**src/rtl/inst_queue_pkg.sv**
```systemverilog
// Shared widths and constants for the instruction queue between fetch and decode.
package inst_queue_pkg;

    localparam int   INSTRUCTION_WIDTH = 32;
    localparam int   ADDRESS_WIDTH     = 32;
    localparam logic ENABLE            = 1'b1;
    localparam logic DISABLE           = 1'b0;

    localparam int IQ_DEPTH      = 16;
    localparam int IQ_PTR_BITS   = 4;
    localparam int IQ_RDY_MARGIN = 3;
    localparam int IQ_ENTRY_W    = INSTRUCTION_WIDTH + ADDRESS_WIDTH;

    typedef struct packed {
        logic [INSTRUCTION_WIDTH-1:0] inst;
        logic [ADDRESS_WIDTH-1:0]     pc;
    } iq_entry_t;

endpackage

```
**src/rtl/iq_storage.sv**
```systemverilog
// Entry array for inst_queue: one synchronous write port, one asynchronous read port.
// Zero read latency; no flow control of its own, the owner gates the write enable.
module iq_storage #(
    parameter int DEPTH    = 16,
    parameter int PTR_BITS = 4,
    parameter int WIDTH    = 64
) (
    input  logic                clk_in,
    input  logic                we,
    input  logic [PTR_BITS-1:0] waddr,
    input  logic [WIDTH-1:0]    wdata,
    input  logic [PTR_BITS-1:0] raddr,
    output logic [WIDTH-1:0]    rdata
);

    logic [WIDTH-1:0] mem_q [DEPTH];

    always_ff @(posedge clk_in) begin
        if (we) begin
            mem_q[waddr] <= wdata;
        end
    end

    assign rdata = mem_q[raddr];

endmodule

```
**src/rtl/inst_queue.sv**
```systemverilog
// Circular instruction FIFO between fetch and decode; IQ_BYPASS_EN sends an entry straight to decode when empty.
// Latency: 2 edges push-to-decode_en_out (1 edge with IQ_BYPASS_EN); registered ready with RDY_MARGIN free slots.
module inst_queue
    import inst_queue_pkg::*;
#(
    parameter int DEPTH      = IQ_DEPTH,
    parameter int PTR_BITS   = IQ_PTR_BITS,
    parameter int RDY_MARGIN = IQ_RDY_MARGIN
) (
    input  logic                         clk_in,
    input  logic                         rst_in,
    input  logic                         rdy_in,
    input  logic                         ifetch_inst_en_in,
    input  logic [INSTRUCTION_WIDTH-1:0] ifetch_inst_in,
    input  logic [ADDRESS_WIDTH-1:0]     ifetch_pc_in,
    output logic                         ifetch_rdy_out,
    input  logic                         decode_rdy_in,
    output logic                         decode_en_out,
    output logic [INSTRUCTION_WIDTH-1:0] decode_inst_out,
    output logic [ADDRESS_WIDTH-1:0]     decode_pc_out,
    input  logic                         rob_en_in
);

    localparam int CNT_W = PTR_BITS + 1;

    logic [PTR_BITS-1:0]          head_q, head_d;
    logic [PTR_BITS-1:0]          tail_q, tail_d;
    logic [CNT_W-1:0]             count_q, count_d;
    logic                         dec_en_q, dec_en_d;
    logic [INSTRUCTION_WIDTH-1:0] dec_inst_q, dec_inst_d;
    logic [ADDRESS_WIDTH-1:0]     dec_pc_q, dec_pc_d;
    logic                         rdy_q, rdy_d;
    logic [15:0]                  ovf_cnt_q, ovf_cnt_d;

    iq_entry_t rd_entry;
    iq_entry_t wr_entry;
    logic      we;
    logic      full;
    logic      pop;
    logic      push_ok;
    logic      bypass;
    logic      drop;

    iq_storage #(
        .DEPTH    (DEPTH),
        .PTR_BITS (PTR_BITS),
        .WIDTH    (IQ_ENTRY_W)
    ) u_storage (
        .clk_in (clk_in),
        .we     (we && !rst_in),
        .waddr  (tail_q),
        .wdata  (wr_entry),
        .raddr  (head_q),
        .rdata  (rd_entry)
    );

    always_comb begin
        head_d     = head_q;
        tail_d     = tail_q;
        count_d    = count_q;
        dec_en_d   = DISABLE;
        dec_inst_d = dec_inst_q;
        dec_pc_d   = dec_pc_q;
        rdy_d      = rdy_q;
        ovf_cnt_d  = ovf_cnt_q;
        we         = 1'b0;
        pop        = 1'b0;
        push_ok    = 1'b0;
        bypass     = 1'b0;
        drop       = 1'b0;
        full       = (count_q == CNT_W'(DEPTH));
        wr_entry   = '{inst: ifetch_inst_in, pc: ifetch_pc_in};

        if (rdy_in) begin
            if (rob_en_in) begin
                head_d  = '0;
                tail_d  = '0;
                count_d = '0;
                rdy_d   = ENABLE;
            end else begin
                pop = decode_rdy_in && (count_q != '0);
`ifdef IQ_BYPASS_EN
                bypass = ifetch_inst_en_in && decode_rdy_in && (count_q == '0);
`endif
                // A full queue still accepts a push when the same edge frees a slot.
                push_ok = ifetch_inst_en_in && !bypass && (!full || pop);
                drop    = ifetch_inst_en_in && full && !pop;

                if (pop) begin
                    dec_en_d   = ENABLE;
                    dec_inst_d = rd_entry.inst;
                    dec_pc_d   = rd_entry.pc;
                    head_d     = head_q + 1'b1;
                end
                if (bypass) begin
                    dec_en_d   = ENABLE;
                    dec_inst_d = ifetch_inst_in;
                    dec_pc_d   = ifetch_pc_in;
                end
                if (push_ok) begin
                    we     = 1'b1;
                    tail_d = tail_q + 1'b1;
                end
                if (drop) begin
                    ovf_cnt_d = ovf_cnt_q + 1'b1;
                end
                count_d = count_q + CNT_W'(push_ok) - CNT_W'(pop);
                rdy_d   = (CNT_W'(DEPTH) - count_d) >= CNT_W'(RDY_MARGIN);
            end
        end
    end

    always_ff @(posedge clk_in) begin
        if (rst_in) begin
            head_q     <= '0;
            tail_q     <= '0;
            count_q    <= '0;
            dec_en_q   <= DISABLE;
            dec_inst_q <= '0;
            dec_pc_q   <= '0;
            rdy_q      <= DISABLE;
            ovf_cnt_q  <= '0;
        end else begin
            head_q     <= head_d;
            tail_q     <= tail_d;
            count_q    <= count_d;
            dec_en_q   <= dec_en_d;
            dec_inst_q <= dec_inst_d;
            dec_pc_q   <= dec_pc_d;
            rdy_q      <= rdy_d;
            ovf_cnt_q  <= ovf_cnt_d;
        end
    end

    assign ifetch_rdy_out  = rdy_q;
    assign decode_en_out   = dec_en_q;
    assign decode_inst_out = dec_inst_q;
    assign decode_pc_out   = dec_pc_q;

endmodule

```
**config.mk**
```make
export PLATFORM = sky130hd
export DESIGN_NAME = inst_queue
export DESIGN_NICKNAME = d
export VERILOG_FILES = /design/src/rtl/inst_queue_pkg.sv /design/src/rtl/iq_storage.sv /design/src/rtl/inst_queue.sv
export SDC_FILE = /design/constraint.sdc
export NUM_CORES = 1
export LEC_CHECK = 0
export CORE_MARGIN = 1
export CORE_UTILIZATION = 40
export CTS_CLUSTER_DIAMETER = 80
export DETAILED_ROUTE_END_ITERATION = 7
export PLACE_DENSITY_LB_ADDON = 0.08
export SETUP_SLACK_MARGIN = 0.15
export SYNTH_ARGS = -nofsm -noshare
export SYNTH_HDL_FRONTEND = slang
export SYNTH_SLANG_ARGS = --single-unit
export TNS_END_PERCENT = 10
```
**constraint.sdc**
```tcl
create_clock -name clk_in -period 8.1 [get_ports clk_in]
set_input_delay 1.62 -clock clk_in [delete_from_list [all_inputs] [get_ports clk_in]]
set_output_delay 1.62 -clock clk_in [all_outputs]
set_load 0.01 [all_outputs]
```
==> results of run 1 <==
-- area by class of cell --
type	count	area [µm²]
fill	8514	54070
inverter	10	38.79
timing repair buffer	166	1672
tap	1368	1712
clock buffer	146	3128
clock inverter	74	601.8
sequential	1103	32350
multi-input combinational	505	8610
-- per-stage QoR --
stage	utilization	hold WS, ns	worst slack [ns]
3_5_place_dp	0.4343	0.4577	2.546
3_3_place_gp	0.4343	0.4619	2.705
5_1_grt	0.4708	0.4899	3.140
4_1_cts	0.4708	0.4806	3.267
6_report	0.4708	0.4795	3.283
2_1_floorplan	-	0.4539	0.7762
-- flip-flops by register name (all words and copies together), names as in the netlist --
register,cells
decode_inst_out,32
u_storage.mem_q,1024
count_q,5
tail_q,4
ifetch_rdy_out,1
decode_en_out,1
head_q,4
decode_pc_out,32
-- critical path: cells and delay by family --
family,cells,cell delay [ns]
and+or+nand+nor,4,2.04
buffers and inverters,2,1.38
-- path summary, 6_finish.rpt --
path	from	end
max	rob_en_in	u_storage.mem_q[7][46]$_DFFE_PP_
max reg2reg	count_q[3]$_SDFFE_PP0P_	u_storage.mem_q[7][46]$_DFFE_PP_
min reg2reg	decode_inst_out[12]$_SDFFE_PP0P_	decode_inst_out[12]$_SDFFE_PP0P_
min	decode_inst_out[12]$_SDFFE_PP0P_	decode_inst_out[12]$_SDFFE_PP0P_
-- cells in the mapped netlist, types with 2 or more instances --
| library cell | n | share of area |
|---|---|---|
| o21ai_0 | 10 | 0.0012 |
| xnor2_1 | 2 | 0.00042 |
| nor2_1 | 31 | 0.0028 |
| a21oi_1 | 16 | 0.0019 |
| buf_6 | 24 | 0.0065 |
| clkbuf_1 | 45 | 0.0041 |
| dfxtp_1 | 79 | 0.038 |
| xor2_1 | 3 | 0.00063 |
| a22oi_1 | 2 | 0.00036 |
| nor3_1 | 8 | 0.00097 |
| mux4_2 | 320 | 0.17 |
| o21a_1 | 2 | 0.00036 |
| a22o_1 | 64 | 0.014 |
| buf_2 | 10 | 0.0012 |
| inv_1 | 9 | 0.00082 |
| or3_1 | 2 | 0.00030 |
| nand2b_1 | 6 | 0.00091 |
| nand2_1 | 8 | 0.00073 |
| ha_1 | 12 | 0.0036 |
| edfxtp_1 | 1024 | 0.74 |
| buf_1 | 12 | 0.0011 |
| and3_1 | 2 | 0.00030 |
| nand3_1 | 6 | 0.00073 |
-- logic make-up after synthesis --
family | after synthesis | synth area share
mux | 320 | 0.1741
flops | 1103 | 0.7810
buf+inv | 101 | 0.01381
xor+xnor | 5 | 0.001058
compound gates | 98 | 0.01813
fa+ha+maj | 13 | 0.004110
simple gates | 69 | 0.007798
-- where the power goes --
group	total [mW]	switching, mW	internal (mW)
sequential	6.24	0.00936	6.23
combinational	0.263	0.158	0.105
clock	5.17	2.16	3.01
total	11.7	2.33	9.35
-- metal layers --
| layer | global-route usage | routed length [µm] |
|---|---|---|
| met5 | 0 | 9 |
| met4 | 0.04623 | 1941 |
| met2 | 0.3051 | 47140 |
| met3 | 0.03016 | 3455 |
| met1 | 0.2405 | 39600 |
==> out/summary.txt, run 1 <==
Status = finished, final reports clean
Commonest register cell after synthesis = edfxtp_1
Die Ht = 323.7 µm
Antenna Cells = 0
Fin crit share = 0.5947
Post-synth EDFFs = 1,024
Placed cell areas = 0.04438 mm²
Fin Clk Skew = 0.02547 ns
Mapped Cells = 1,709
Post-Syn Area = 0.04140 mm²
Vias in the first global route = 19,720
CTS Buf Count = 117
TritonRoute pass-1 iters = 4
Drt wl/cell = 27.33 µm
Fraction of layout cells with a size suffix above 1 = 0.2715
Fin crit period = 4.817 ns
Design area = 0.04811 mm²
YS warnings = 0
Seq/Total Area, Yosys = 0.7810
Path depth of the worst reg2reg path = 8
Slowest CP cell = buf_4
Reg-to-reg slack, setup = 4.10 ns
Setup TNS = 0 ns
Initial Utilization = 0.4051
Largest net degree at the start of global routing = 141
Remaining DRCs = 0
Slew Limit Fails = 0
Final wirelength = 92.15 mm
TritonCTS clock tree = done
Area delta synth->final = 16.21%
GRT Resource Usage Total = 0.1796
Most frequent cells in the layout = 1,024 x edfxtp_1, 320 x mux4_2, 135 x clkdlybuf4s50_1
CTS max path bufs = 3
Layout Cells excl Fill = 3,372
CP required = 8.40 ns
Vias = 18,250
Pleak = 14.49 nW
CORE AREA = 0.1022 mm²
Final nets = 1,986
Max Clk Rate = 207.6 MHz
Synth Register Bits = 1,103
Hold Path Depth = 1
Design Power = 11.68 mW
Post-CTS Repair Setup Buffers = 0
Power per Cell Area = 242.7 mW/mm²
Largest stage delay, worst path = 0.82 ns
VDD IR-drop max = 0.0001674 V
Cells resized by post-CTS repair = 0
Remaining global-route overflow = 0
Final hold vios = 0
CTS clk-pin slew, worst paths = 0.06 ns
Die area = 0.1048 mm²
Inst Count DP = 3,152
First-pass GRT wire length = 135.8 mm
Netlist cell types = 35
Clk_lat worst skew = 0.69 ns
Clk root buf = clkbuf_16
Relative slew slack = 0.2385
ANT nets after route = 0
Hold Path Class = reg -> reg
Port buffer count = 135
CP endpoint kind = register
Synth Net Count = 1,792
Max Cap Viol = 0
DR vias/cell = 5.411
Crit path max fanout = 47
Unrepaired setup endpoints after global routing = false
Actual slew at the worst max-slew pin = 1.142 ns
Synthesized area per cell = 24.22 µm²
Final GP Congestion = 0.7485
Startpoint Class = input port
Critical path type = in -> reg
Hold-fix buffers, CTS = 0
Most common cell after layout, fill and taps aside = edfxtp_1
Initial detailed-routing violation count = 1,224
Die width = 323.7 µm
Async SR Flop Fraction = 0
HPWL Detailed = 50.38 mm
Worst path cell trace = clkdlybuf4s50_1 > nand2b_1 > nor3_1 > nand2_1 > nor2_4 > buf_4
Initial antenna violation count = 1
Final setup viols = 0
H-tree levels = 3
Clock Sinks = 1,103
Arr. time, crit path = 5.12 ns
Site Rows = 117
IO Count = 136
(Power assumes the default switching activity.)
==> run 2, diff against run 1 <==
==> constraint.sdc (replaced) <==
create_clock -name clk_in -period 3.9 [get_ports clk_in]
set_input_delay 0.78 -clock clk_in [delete_from_list [all_inputs] [get_ports clk_in]]
set_output_delay 0.78 -clock clk_in [all_outputs]
set_load 0.01 [all_outputs]
==> run 2 against run 1 <==
Design area rose by 1.8%; clock skew fell by 0.0060 ns; critical endpoint is now ifetch_rdy_out$_SDFFE_PP0P_; utilization rose by 0.83 points.
==> out/summary.txt, run 2 (same netlist as run 1, synthesis figures left out) <==
Storage element area = 0.03235 mm² (unchanged)
Initial antenna violation count = 9 (+8)
Worst path cell trace = inv_1 > ha_1 > or3b_1 > o21a_1 > o21ai_0 > ha_1 > inv_1 > fa_1 > nand2b_1 > a21oi_1 > xnor2_1 > or4b_1 > nand3_1 > a311oi_1
Clk root buf = clkbuf_16
Fin util = 0.4791 (+0.008290)
Final setup viols = 0 (unchanged)
WP buf/inv = 2 (unchanged)
Area delta synth->final = 18.26%
CORE AREA = 0.1022 mm² (unchanged)
Relative slew slack = 0.4365 (+0.1980)
Port buffer count = 135 (unchanged)
TritonRoute pass-1 iters = 7 (+3)
Final Worst Setup Slack = 0.4099 ns (-2.873 ns)
Vias = 18,570 (+1.8%)
Final GP Congestion = 0.7264 (-3.0%)
Clock power frac = 0.445 (+0.002)
Final hold vios = 0 (unchanged)
Most frequent cells in the layout = 1,024 x edfxtp_1, 320 x mux4_2, 135 x clkdlybuf4s50_1
GR peak layer = met2
Gate power share = 0.022 (about the same)
DR vias/cell = 5.450 (+0.72%)
Sequential group share of total power = 0.532 (-0.003)
Most common cell after layout, fill and taps aside = edfxtp_1
Largest net degree at the start of global routing = 64 (-55%)
CTS max path bufs = 3 (unchanged)
Critical path's top delay family = simple AND/OR/NAND/NOR gates
Hold Path Class = reg -> reg
Clk_lat worst skew = 0.68 ns (about the same)
Reg-to-reg slack, setup = 0.41 ns (-3.69 ns)
Pre-CTS setup slack = 0.1302 ns (-2.416 ns)
Multi-input gate area = 0.008635 mm² (+0.29%)
GR Layer Usage met2 = 0.3134 (+0.008262)
CP endpoint kind = register
Path depth of the worst reg2reg path = 14 (+6)
Hold-fix buffers, CTS = 0 (unchanged)
Final wirelength = 95.58 mm (+3.7%)
Placed cell areas = 0.04518 mm² (+1.8%)
Fill cells = 8,412 (-1.2%)
Actual slew at the worst max-slew pin = 0.8453 ns (-0.2970 ns)
Die area = 0.1048 mm² (unchanged)
Initial Utilization = 0.4051 (unchanged)
Site Rows = 117 (unchanged)
Largest stage delay, worst path = 0.48 ns (-0.34 ns)
Clock Sinks = 1,103 (unchanged)
VDD IR-drop max = 0.0003632 V (+120%)
Drt wl/cell = 28.05 µm (+2.6%)
Max reg flops = 1,024 (unchanged)
CTS clk-pin slew, worst paths = 0.06 ns (about the same)
Power per Cell Area = 497.4 mW/mm² (+100%)
Remaining DRCs = 0 (unchanged)
Pint = 19.52 mW (+110%)
First-pass GRT wire length = 139.7 mm (+2.8%)
Die width = 323.7 µm (unchanged)
Crit path depth = 14 (+8)
Unrepaired setup endpoints after global routing = false
H-tree levels = 3 (unchanged)
TritonCTS clock tree = done
GRT Resource Usage Total = 0.1862 (+0.006600)
CP required = 4.46 ns (-3.94 ns)
IO Count = 136 (unchanged)
Largest register by flop count = u_storage.mem_q
Sw power = 4.826 mW (+110%)
Fraction of layout cells with a size suffix above 1 = 0.2813 (+0.009839)
Pleak = 14.77 nW (+1.9%)
Vias in the first global route = 20,030 (+1.6%)
Slowest CP cell = or4b_1
Design area = 0.04895 mm² (+1.8%)
Post-CTS Repair Setup Buffers = 0 (unchanged)
Max Cap Viol = 0 (unchanged)
Arr. time, crit path = 4.05 ns (-1.07 ns)
Slew Limit Fails = 0 (unchanged)
CTS Buf Count = 117 (unchanged)
Fin Clk Skew = 0.01949 ns (-0.005975 ns)
Critical path type = reg -> reg
Met3 usage = 0.03284 (+0.002685)
Crit path max fanout = 5 (-89%)
Final nets = 2,019 (+1.7%)
Initial detailed-routing violation count = 1,364 (+11%)
Grt met1 use = 0.2506 (+0.01012)
Net Sw Frac = 0.1982 (-0.001255)
Max Clk Rate = 286.5 MHz
Status = finished, final reports clean
Fin crit share = 0.8949
Hold Path Depth = 1 (unchanged)
Remaining global-route overflow = 0 (unchanged)
HPWL Detailed = 51.53 mm (+2.3%)
Startpoint Class = register
Cells resized by post-CTS repair = 0 (unchanged)
Die Ht = 323.7 µm (unchanged)
Fin crit period = 3.490 ns
ANT nets after route = 0 (unchanged)
run 2: power by group through the flow:
stage / Combinational (mW) / Clock (mW) / Sequential, mW
final: 0.541 / 10.8 / 13.0
after global routing: 0.594 / 11.5 / 13.0
after CTS: 0.555 / 11.1 / 13.0
after detailed placement: 0.554 / 0 / 13.2
after global placement: 0.537 / 0 / 13.2
after floorplan: 0.236 / 0 / 13.2
run 2: path summary, 6_finish.rpt:
kind	from	end
worst max-delay path	count_q[3]$_SDFFE_PP0P_	ifetch_rdy_out$_SDFFE_PP0P_
worst min-delay path	decode_inst_out[16]$_SDFFE_PP0P_	decode_inst_out[16]$_SDFFE_PP0P_
worst max register to register	count_q[3]$_SDFFE_PP0P_	ifetch_rdy_out$_SDFFE_PP0P_
worst min register to register	decode_inst_out[16]$_SDFFE_PP0P_	decode_inst_out[16]$_SDFFE_PP0P_
run 2: cell type report:
type / count / area share
clock buffers: 146 / 0.06349
inverters: 10 / 0.0007923
flip-flops and latches: 1103 / 0.6607
multi-input cells: 505 / 0.1764
repair buffers: 199 / 0.04994
diodes: 3 / 0.0001534
well taps: 1368 / 0.03496
clock inverters: 74 / 0.01355
run 2: per-stage QoR:
stage	instances	hold WS, ns	total power, mW	setup TNS (ns)
global placement	3185	0.4607	13.75	0
floorplan	1709	0.4539	13.45	-821.21
detailed placement	3185	0.4664	13.77	0
finish	3408	0.4796	24.35	0
CTS	3405	0.4822	24.63	0
global route	3407	0.4931	25.08	0
run 2: routing by layer:
metal | up-vias | share of wire | routed length, µm
li1 | 7844 | - | -
met1 | 10220 | 0.43 | 41080
met2 | 350 | 0.51 | 48480
met3 | 149 | 0.040 | 3844
met4 | 8 | 0.022 | 2119
met5 | - | 0.00064 | 61
==> run 3, diff against run 2 <==
--- a/config.mk
+++ b/config.mk
@@ -11,6 +11,7 @@
 export DETAILED_ROUTE_END_ITERATION = 7
 export PLACE_DENSITY_LB_ADDON = 0.08
 export SETUP_SLACK_MARGIN = 0.15
+export SLEW_MARGIN = 20
 export SYNTH_ARGS = -nofsm -noshare
 export SYNTH_HDL_FRONTEND = slang
 export SYNTH_SLANG_ARGS = --single-unit
==> results of run 3 <==
No change in the layout: final DEF, timing and power equal those of run 2.
